[src/rtl/mem_bus_pkg.sv]
// Shared types and constants for the memory-bus arbiter: the owner tag
// recorded for every accepted transaction and the read byte-enable value.
package mem_bus_pkg;

    typedef enum logic {
        OWN_INST = 1'b0,
        OWN_DATA = 1'b1
    } owner_t;

    localparam logic [3:0] BEN_ALL = 4'b1111;

endpackage

[src/rtl/mem_arb_tag_fifo.sv]
// In-order tag FIFO of accepted memory transactions. Each entry records which
// requester owns the transaction and whether its response must be dropped.
// A broadcast set_discard marks every entry currently held, plus the entry
// being pushed in the same cycle.
module mem_arb_tag_fifo
    import mem_bus_pkg::*;
#(
    parameter int DEPTH = 2
) (
    input  logic                       clk,
    input  logic                       reset,
    input  logic                       push,
    input  owner_t                     push_owner,
    input  logic                       push_discard,
    input  logic                       pop,
    input  logic                       set_discard,
    output owner_t                     head_owner,
    output logic                       head_discard,
    output logic                       empty,
    output logic                       full,
    output logic [$clog2(DEPTH+1)-1:0] count
);

    localparam int PTR_W = $clog2(DEPTH);
    localparam int CNT_W = $clog2(DEPTH+1);

    logic [PTR_W-1:0] wr_ptr;
    logic [PTR_W-1:0] rd_ptr;
    logic [CNT_W-1:0] count_q;
    owner_t           owner_q   [DEPTH];
    logic             discard_q [DEPTH];
    logic [DEPTH-1:0] entry_valid;
    logic             do_push;
    logic             do_pop;

    assign empty        = (count_q == '0);
    assign full         = (count_q == CNT_W'(DEPTH));
    assign count        = count_q;
    assign head_owner   = owner_q[rd_ptr];
    assign head_discard = discard_q[rd_ptr];
    assign do_push      = push & ~full;
    assign do_pop       = pop & ~empty;

    // An entry is live when its distance from the read pointer is below the count.
    always_comb begin
        entry_valid = '0;
        for (int i = 0; i < DEPTH; i++) begin
            entry_valid[i] = (CNT_W'(PTR_W'(PTR_W'(i) - rd_ptr)) < count_q);
        end
    end

    // Pointer, count and tag storage updates; push and pop may coincide.
    always_ff @(posedge clk) begin
        if (reset) begin
            wr_ptr  <= '0;
            rd_ptr  <= '0;
            count_q <= '0;
            for (int i = 0; i < DEPTH; i++) begin
                owner_q[i]   <= OWN_INST;
                discard_q[i] <= 1'b0;
            end
        end else begin
            if (set_discard) begin
                for (int i = 0; i < DEPTH; i++) begin
                    if (entry_valid[i]) begin
                        discard_q[i] <= 1'b1;
                    end
                end
            end
            if (do_push) begin
                owner_q[wr_ptr]   <= push_owner;
                discard_q[wr_ptr] <= push_discard | set_discard;
                wr_ptr            <= wr_ptr + PTR_W'(1);
            end
            if (do_pop) begin
                rd_ptr <= rd_ptr + PTR_W'(1);
            end
            case ({do_push, do_pop})
                2'b10:   count_q <= count_q + CNT_W'(1);
                2'b01:   count_q <= count_q - CNT_W'(1);
                default: count_q <= count_q;
            endcase
        end
    end

endmodule

[src/rtl/mem_bus_arbiter.sv]
// Shares one SRAM-like memory port between instruction fetch and the MEM-stage
// data port. Data requests win over fetches; a tag FIFO remembers who owns each
// accepted transaction so in-order responses can be routed back, and responses
// of transactions squashed by a pipeline cancel are silently dropped.
module mem_bus_arbiter
    import mem_bus_pkg::*;
#(
    parameter int DEPTH  = 2,
    parameter int ADDR_W = 32
) (
    input  logic                       clk,
    input  logic                       reset,
    input  logic                       cancel,
    input  logic                       i_req,
    input  logic [ADDR_W-1:0]          i_addr,
    output logic                       i_addr_ok,
    output logic                       i_data_ok,
    output logic [31:0]                i_rdata,
    input  logic                       d_req,
    input  logic                       d_wr,
    input  logic [3:0]                 d_ben,
    input  logic [ADDR_W-1:0]          d_addr,
    input  logic [31:0]                d_wdata,
    output logic                       d_addr_ok,
    output logic                       d_data_ok,
    output logic [31:0]                d_rdata,
    output logic                       m_req,
    output logic                       m_wr,
    output logic [3:0]                 m_ben,
    output logic [ADDR_W-1:0]          m_addr,
    output logic [31:0]                m_wdata,
    input  logic                       m_addr_ok,
    input  logic                       m_data_ok,
    input  logic [31:0]                m_rdata,
    output logic [$clog2(DEPTH+1)-1:0] outstanding,
    output logic                       proto_err
);

    logic   sel_d;
    logic   sel_i;
    logic   acc;
    logic   pop;
    logic   deliver;
    logic   fifo_empty;
    logic   fifo_full;
    logic   head_discard;
    owner_t head_owner;
    owner_t push_owner;

    mem_arb_tag_fifo #(
        .DEPTH(DEPTH)
    ) u_tag_fifo (
        .clk          (clk),
        .reset        (reset),
        .push         (acc),
        .push_owner   (push_owner),
        .push_discard (cancel),
        .pop          (pop),
        .set_discard  (cancel),
        .head_owner   (head_owner),
        .head_discard (head_discard),
        .empty        (fifo_empty),
        .full         (fifo_full),
        .count        (outstanding)
    );

    // Request side: fixed data-over-fetch grant and the address-phase mux.
    always_comb begin
        sel_d      = d_req;
        sel_i      = i_req & ~d_req;
        m_req      = (d_req | i_req) & ~fifo_full;
        m_wr       = 1'b0;
        m_ben      = BEN_ALL;
        m_addr     = i_addr;
        m_wdata    = '0;
        push_owner = OWN_INST;
        if (sel_d) begin
            m_wr       = d_wr;
            m_ben      = d_ben;
            m_addr     = d_addr;
            m_wdata    = d_wdata;
            push_owner = OWN_DATA;
        end
        acc       = m_req & m_addr_ok;
        d_addr_ok = acc & sel_d;
        i_addr_ok = acc & sel_i;
    end

    // Response side: pop the head and route the data to its owner unless squashed.
    always_comb begin
        pop       = m_data_ok & ~fifo_empty;
        deliver   = pop & ~head_discard;
        i_data_ok = 1'b0;
        d_data_ok = 1'b0;
        i_rdata   = '0;
        d_rdata   = '0;
        if (deliver) begin
            if (head_owner == OWN_DATA) begin
                d_data_ok = 1'b1;
                d_rdata   = m_rdata;
            end else begin
                i_data_ok = 1'b1;
                i_rdata   = m_rdata;
            end
        end
    end

    // Sticky flag for a memory response that arrives with nothing outstanding.
    always_ff @(posedge clk) begin
        if (reset) begin
            proto_err <= 1'b0;
        end else if (m_data_ok && fifo_empty) begin
            proto_err <= 1'b1;
        end
    end

endmodule

[config.mk]
export PLATFORM = sky130hd
export DESIGN_NAME = mem_bus_arbiter
export DESIGN_NICKNAME = d
export VERILOG_FILES = /design/src/rtl/mem_bus_pkg.sv /design/src/rtl/mem_arb_tag_fifo.sv /design/src/rtl/mem_bus_arbiter.sv
export SDC_FILE = /design/constraint.sdc
export NUM_CORES = 1
export LEC_CHECK = 0
export ABC_AREA = 1
export CORE_AREA = 2 2 110 112
export DETAILED_ROUTE_END_ITERATION = 7
export DIE_AREA = 0 0 112 114
export GPL_TIMING_DRIVEN = 0
export PLACE_DENSITY = 0.67
export RECOVER_POWER = 25
export SLEW_MARGIN = 20
export SYNTH_ARGS = -nofsm -noshare
export SYNTH_HDL_FRONTEND = slang
export SYNTH_SLANG_ARGS = --single-unit
[constraint.sdc]
create_clock -name clk -period 3.4 [get_ports clk]
set_input_delay 0.51 -clock clk [delete_from_list [all_inputs] [get_ports clk]]
set_output_delay 0.51 -clock clk [all_outputs]
set_load 0.1 [all_outputs]
After elaboration in Yosys (flattened, before gate mapping):

Memories as Yosys holds them, arrays and structs flattened. A register that Yosys moved wholly into a read port is not among the register bits.
Index checks and enable logic that the tools add are counted.

* bits in registers: 5
* bits in writable memories: 4
* input bits: 140
* output and inout port bits: 141
* memories kept: 2

Memory list
* u_tag_fifo.discard_q: words 2, bits a word 1, rd ports 1, clocked after memory_dff 1, wr ports 3, RTL line mem_arb_tag_fifo.sv:31 `logic discard_q [DEPTH];`
* u_tag_fifo.owner_q: words 2, bits a word 1, rd ports 1, clocked after memory_dff 1, wr ports 2, RTL line mem_arb_tag_fifo.sv:30 `owner_t owner_q [DEPTH];`

* $add $sub $neg: 6
* order comparisons: 2
* equality and inequality tests: 3
* mux-type cells: 36
* bitwise logic cells: 16
* reduce and logical (&&, ||, !) cells: 4

Operators with widths (number)
* $mux 32: 6
* $mux 1: 28
* $and 1x1->1: 9
* $eq 2x2->1 const B: 2
* $lt 1x2->1: 2
* $mux 4: 1
* $not 1->1: 4
* $pmux 2 s2: 1
* $or 1x1->1: 3
* $add 1x1->1 const B: 2
* $add 2x1->2 const B: 1
* $eq 2x1->1 const B: 1
* $logic_not 2->1: 1
* $reduce_bool 2->1: 1
* $sub 1x1->1 const A: 2
* $sub 2x1->2 const B: 1
* $logic_and 1x1->1: 1
* $reduce_or 1->1: 1

Logic depth before layout (Yosys ltp):

* depth after elaboration: 10
* depth in mapped cells: 8

By module:

A second synthesis with hierarchy kept.

* cell total of the unflattened synthesis: 405
* area, all modules: 1990.7 µm²

By module, submodules not included
* mem_bus_arbiter: instances 1, cells an instance 340, area each 1472.7 µm², seq. area each 20.0 µm²
* mem_arb_tag_fifo: instances 1, cells an instance 65, area each 518.0 µm², seq. area each 220.2 µm²

Worst setup path before layout:

OpenSTA, ideal clock, no wires.

* path kind: register to output
* start: register u_tag_fifo.count_q[0], in the netlist u_tag_fifo.count[0]
* end: output d_rdata[24]
* data arrival time: 2.962 ns
* required time: 2.890 ns
* slack: -0.072 ns
* cell stages (with the launch flop): 7
* path through: dfxtp_1 -> nor2_4 -> nor2_8 -> nand3_2 -> buf_6 -> buf_6 -> nor2_1

* cells in the longest elaborated chain, start to end: 5

Ends and longest elaborated chain
* from (decl): RTL line mem_arb_tag_fifo.sv:29 `logic [CNT_W-1:0] count_q;`
* from (signal assigned): RTL line mem_arb_tag_fifo.sv:79 `2'b10: count_q <= count_q + CNT_W'(1);`
* from (signal assigned): RTL line mem_arb_tag_fifo.sv:80 `2'b01: count_q <= count_q - CNT_W'(1);`
* from (signal assigned): RTL line mem_arb_tag_fifo.sv:81 `default: count_q <= count_q;`
* $logic_not 2->1: RTL line mem_arb_tag_fifo.sv:36 `assign empty = (count_q == '0);`
* $not 1->1: RTL line mem_bus_arbiter.sv:91 `pop = m_data_ok & ~fifo_empty;`
* $and 1x1->1: RTL line mem_bus_arbiter.sv:91
* $and 1x1->1: RTL line mem_bus_arbiter.sv:92 `deliver = pop & ~head_discard;`
* $mux 32: RTL line mem_bus_arbiter.sv:97 `if (deliver) begin`
* to (decl): RTL line mem_bus_arbiter.sv:26 `output logic [31:0] d_rdata,`

Every way passes these cells.

Worst setup path after layout:

* start: input m_data_ok
* end: output i_rdata[31]

* cells in the longest elaborated chain, start to end: 3

Ends and longest elaborated chain
* from (decl): RTL line mem_bus_arbiter.sv:33 `input logic m_data_ok,`
* $and 1x1->1: RTL line mem_bus_arbiter.sv:91
* $and 1x1->1: RTL line mem_bus_arbiter.sv:92
* $mux 32: RTL line mem_bus_arbiter.sv:97
* to (decl): RTL line mem_bus_arbiter.sv:18 `output logic [31:0] i_rdata,`

Every way passes these cells.

==> flow_metrics.env <==
export IMPL_layout_drive_gt1_share=0.140
export IMPL_max_freq_mhz=302
export IMPL_relSlewSlack=0.206
export IMPL_synthesis_nets=528
export IMPL_die_area_mm2=0.0128
export IMPL_clock_skew_ns=0.000489
export IMPL_ant_nets=0
export IMPL_vias=3353
export IMPL_total_power_mw=2.67
export IMPL_max_stage_delay_ns=1.15
export IMPL_initial_core_util=0.173
export IMPL_cts_tree="built"
export IMPL_vias_per_cell=4.10
export IMPL_portBuffers=280
export IMPL_peakVddDrop_v=0.000348
export IMPL_synthDistinctLibCells=27
export IMPL_layout_common_cells="nand2_1 (203), clkdlybuf4s50_1 (154), dlygate4sd2_1 (68), inv_1 (42), nor2_1 (35)"
export IMPL_path_delay_family="buffers and inverters"
export IMPL_grt_max_degree=11
export IMPL_grt_first_pass_wirelength_um=16000
export IMPL_start_kind="input pin"
export IMPL_max_cap_viol_count=0
export IMPL_yosysTopAreaCellShare=0.377
export IMPL_synth_cell_area_mm2=0.00202
export IMPL_die_x_um=112
export IMPL_drt_iter0_markers=161
export IMPL_wl_per_cell_um=13.4
export IMPL_hp_class="reg -> reg"
export IMPL_root_buffer="clkbuf_16"
export IMPL_dp_cells=814
export IMPL_layout_commonest_cell="nand2_1"
export IMPL_finalMaxSlewViolations=0
export IMPL_worst_hold_startpoint="proto_err"
export IMPL_worstSkewPairLatency_ns=0.24
export IMPL_cts_sinks=10
export IMPL_seq_area_frac_synth=0.119
export IMPL_cp_slowest_cell="clkdlybuf4s50_1"
export IMPL_rrSetupSlack_ns=1.72
export IMPL_synth_cells=387
export IMPL_post_cts_buffers=0
export IMPL_fillers=1229
export IMPL_post_route_period_util=0.974
export IMPL_cp_cell_sequence="clkdlybuf4s50_1 -> inv_1 -> nor2_8 -> nand3_2 -> buf_6 -> nor2_1 -> clkdlybuf4s50_1"
export IMPL_post_cts_resized=126
export IMPL_core_mm2=0.0117
export IMPL_finalInstanceArea_mm2=0.00488
export IMPL_finalCriticalPeriod_ns=3.31
export IMPL_outcome="complete, no violations"
export IMPL_yosysTopAreaCell="nand2_1"
export IMPL_hpwl_um=9890
export IMPL_cts_hold_buffers=0
export IMPL_rows=40
export IMPL_syn_area_per_cell_um2=5.22
export IMPL_gp_congestion=0.907
export IMPL_dpl_instance_area_mm2=0.00503
export IMPL_clk_pin_slew_ns=0.04
export IMPL_cp_required_ns=2.89
export IMPL_overflow=0
export IMPL_drt_total_wl_um=10900
export IMPL_io_pin_count=281
export IMPL_antenna_found_initial=0
export IMPL_path_max_fanout=10
export IMPL_critPathCaptureType="primary output"
export IMPL_drt_first_pass_iters=4
export IMPL_r2r_cells=7
export IMPL_min_to="proto_err"
export IMPL_fin_cells=818
export IMPL_arrival_ns=2.80
export IMPL_htreeDepth=1
export IMPL_cts_buffer_depth=2
export IMPL_grt_usage=0.154
export IMPL_grt_pass1_vias=3270
export IMPL_syn_to_final_growth_pct=142
export IMPL_synth_seq_cells=10
export IMPL_r2r_start="u_tag_fifo.count[0]"
export IMPL_crit_top_cell="clkdlybuf4s50_1"
export IMPL_hold_depth=2
export IMPL_drc_errors=0
export IMPL_ys_warn_count=0
export IMPL_nets=813
export IMPL_leakage_nw=2.64
export IMPL_synthTopCellsByArea="nand2_1 (38%), nor2_4 (16%), nor2_1 (8.0%)"
export IMPL_cp_num_buf_inv=4
export IMPL_criticalPathCategory="in -> out"
export IMPL_rsz0062_at_grt="no"
export IMPL_cts_buffers=3
export IMPL_tightest_slew_ns=1.20
export IMPL_timing_hold_ws_ns=0.465
export IMPL_finalSetupViolCount=0
export IMPL_hold_viol=0
export IMPL_antenna_cells=0
export IMPL_crit_cells=7
export IMPL_fp_dieH_um=114
export IMPL_p_per_area_mw_per_mm2=547
export IMPL_r2r_end="u_tag_fifo.count[1]"
## sequential cells by signal, indices dropped and copies added, names as in the netlist, named ones only
signal / count
proto_err: 1
u_tag_fifo.owner_q: 2
u_tag_fifo.rd_ptr: 1
u_tag_fifo.discard_q: 2
u_tag_fifo.wr_ptr: 1
u_tag_fifo.count: 2
## where the power goes
group / internal, mW / switching (mW) / total, mW / leakage, nW
Clock: 0.154 / 0.0547 / 0.209 / 0.0385
Sequential: 0.159 / 0.0345 / 0.194 / 0.0918
Combinational: 0.527 / 1.74 / 2.27 / 2.51
Total: 0.840 / 1.83 / 2.67 / 2.64
## cell type report
type	instances	area, um^2	area share
Buffer	24	144	0.0295
Clock buffer	3	75.1	0.0154
Clock inverter	1	3.75	0.000768
Inverter	43	161	0.0330
Multi-Input combinational cell	310	1500	0.306
Sequential cell	10	240	0.0492
Tap cell	147	184	0.0377
Timing Repair Buffer	280	2580	0.528
## metrics by stage
step / utilization / setup slack [ns] / TNS [ns]
5_1_grt: 0.417 / 0.000478 / 0
3_3_place_gp: 0.429 / -0.344 / -14.06
2_1_floorplan: - / -0.0716 / -1.46
4_1_cts: 0.425 / 0.00591 / 0
6_report: 0.417 / 0.0882 / 0
3_5_place_dp: 0.429 / -0.347 / -15.54
## worst max path at each step
stage | slack, ns | start | to
floorplan | -0.07 | u_tag_fifo.count[0] | d_rdata[24]
global placement | -0.34 | d_req | m_addr[5]
detailed placement | -0.35 | d_req | m_addr[5]
CTS | 0.006 | d_req | i_addr_ok
global route | 0.0005 | d_req | d_addr_ok
finish | 0.09 | m_data_ok | i_rdata[31]
## routing by layer
layer / up-vias / share of wire / track usage
met2: 195 / 0.52 / 0.312
met3: 17 / 0.11 / 0.0468
met5: - / 0 / 0
li1: 1704 / - / -
met4: 0 / 0.030 / 0.0577
met1: 1437 / 0.34 / 0.144
## Yosys cell counts
cell type,count
buf_6,2
and2_1,1
nand4_1,3
nor3_1,1
nor2_2,2
buf_1,4
clkbuf_1,11
nand2_1,203
inv_1,42
nor2_8,1
nand3_2,1
inv_2,1
nor2_4,29
or2_2,6
buf_8,3
xor2_1,1
o21ai_0,2
nor2_1,43
a21oi_1,7
edfxtp_1,4
buf_2,4
nand3_1,6
or2_1,1
o211ai_1,1
dfxtp_1,6
nand2_2,1
ha_1,1
## logic make-up after synthesis
logic type      count (synthesis)  synth area share
simple gates                  298             0.694
buf+inv                        67             0.151
compound gates                 10            0.0260
flops                          10             0.119
xor+xnor                        1           0.00433
fa+ha+maj                       1           0.00619
## worst register-to-register path: cells and delay by family (launching register included)
kind,cells,cell delay (ns)
flip-flops,1,0.47
buffers and inverters,1,0.10
AO/OA/AOI/OAI,1,0.15
adder cells (fa/ha/maj),1,0.23
AND/OR/NAND/NOR,4,0.63
(Power assumes the default switching activity.)
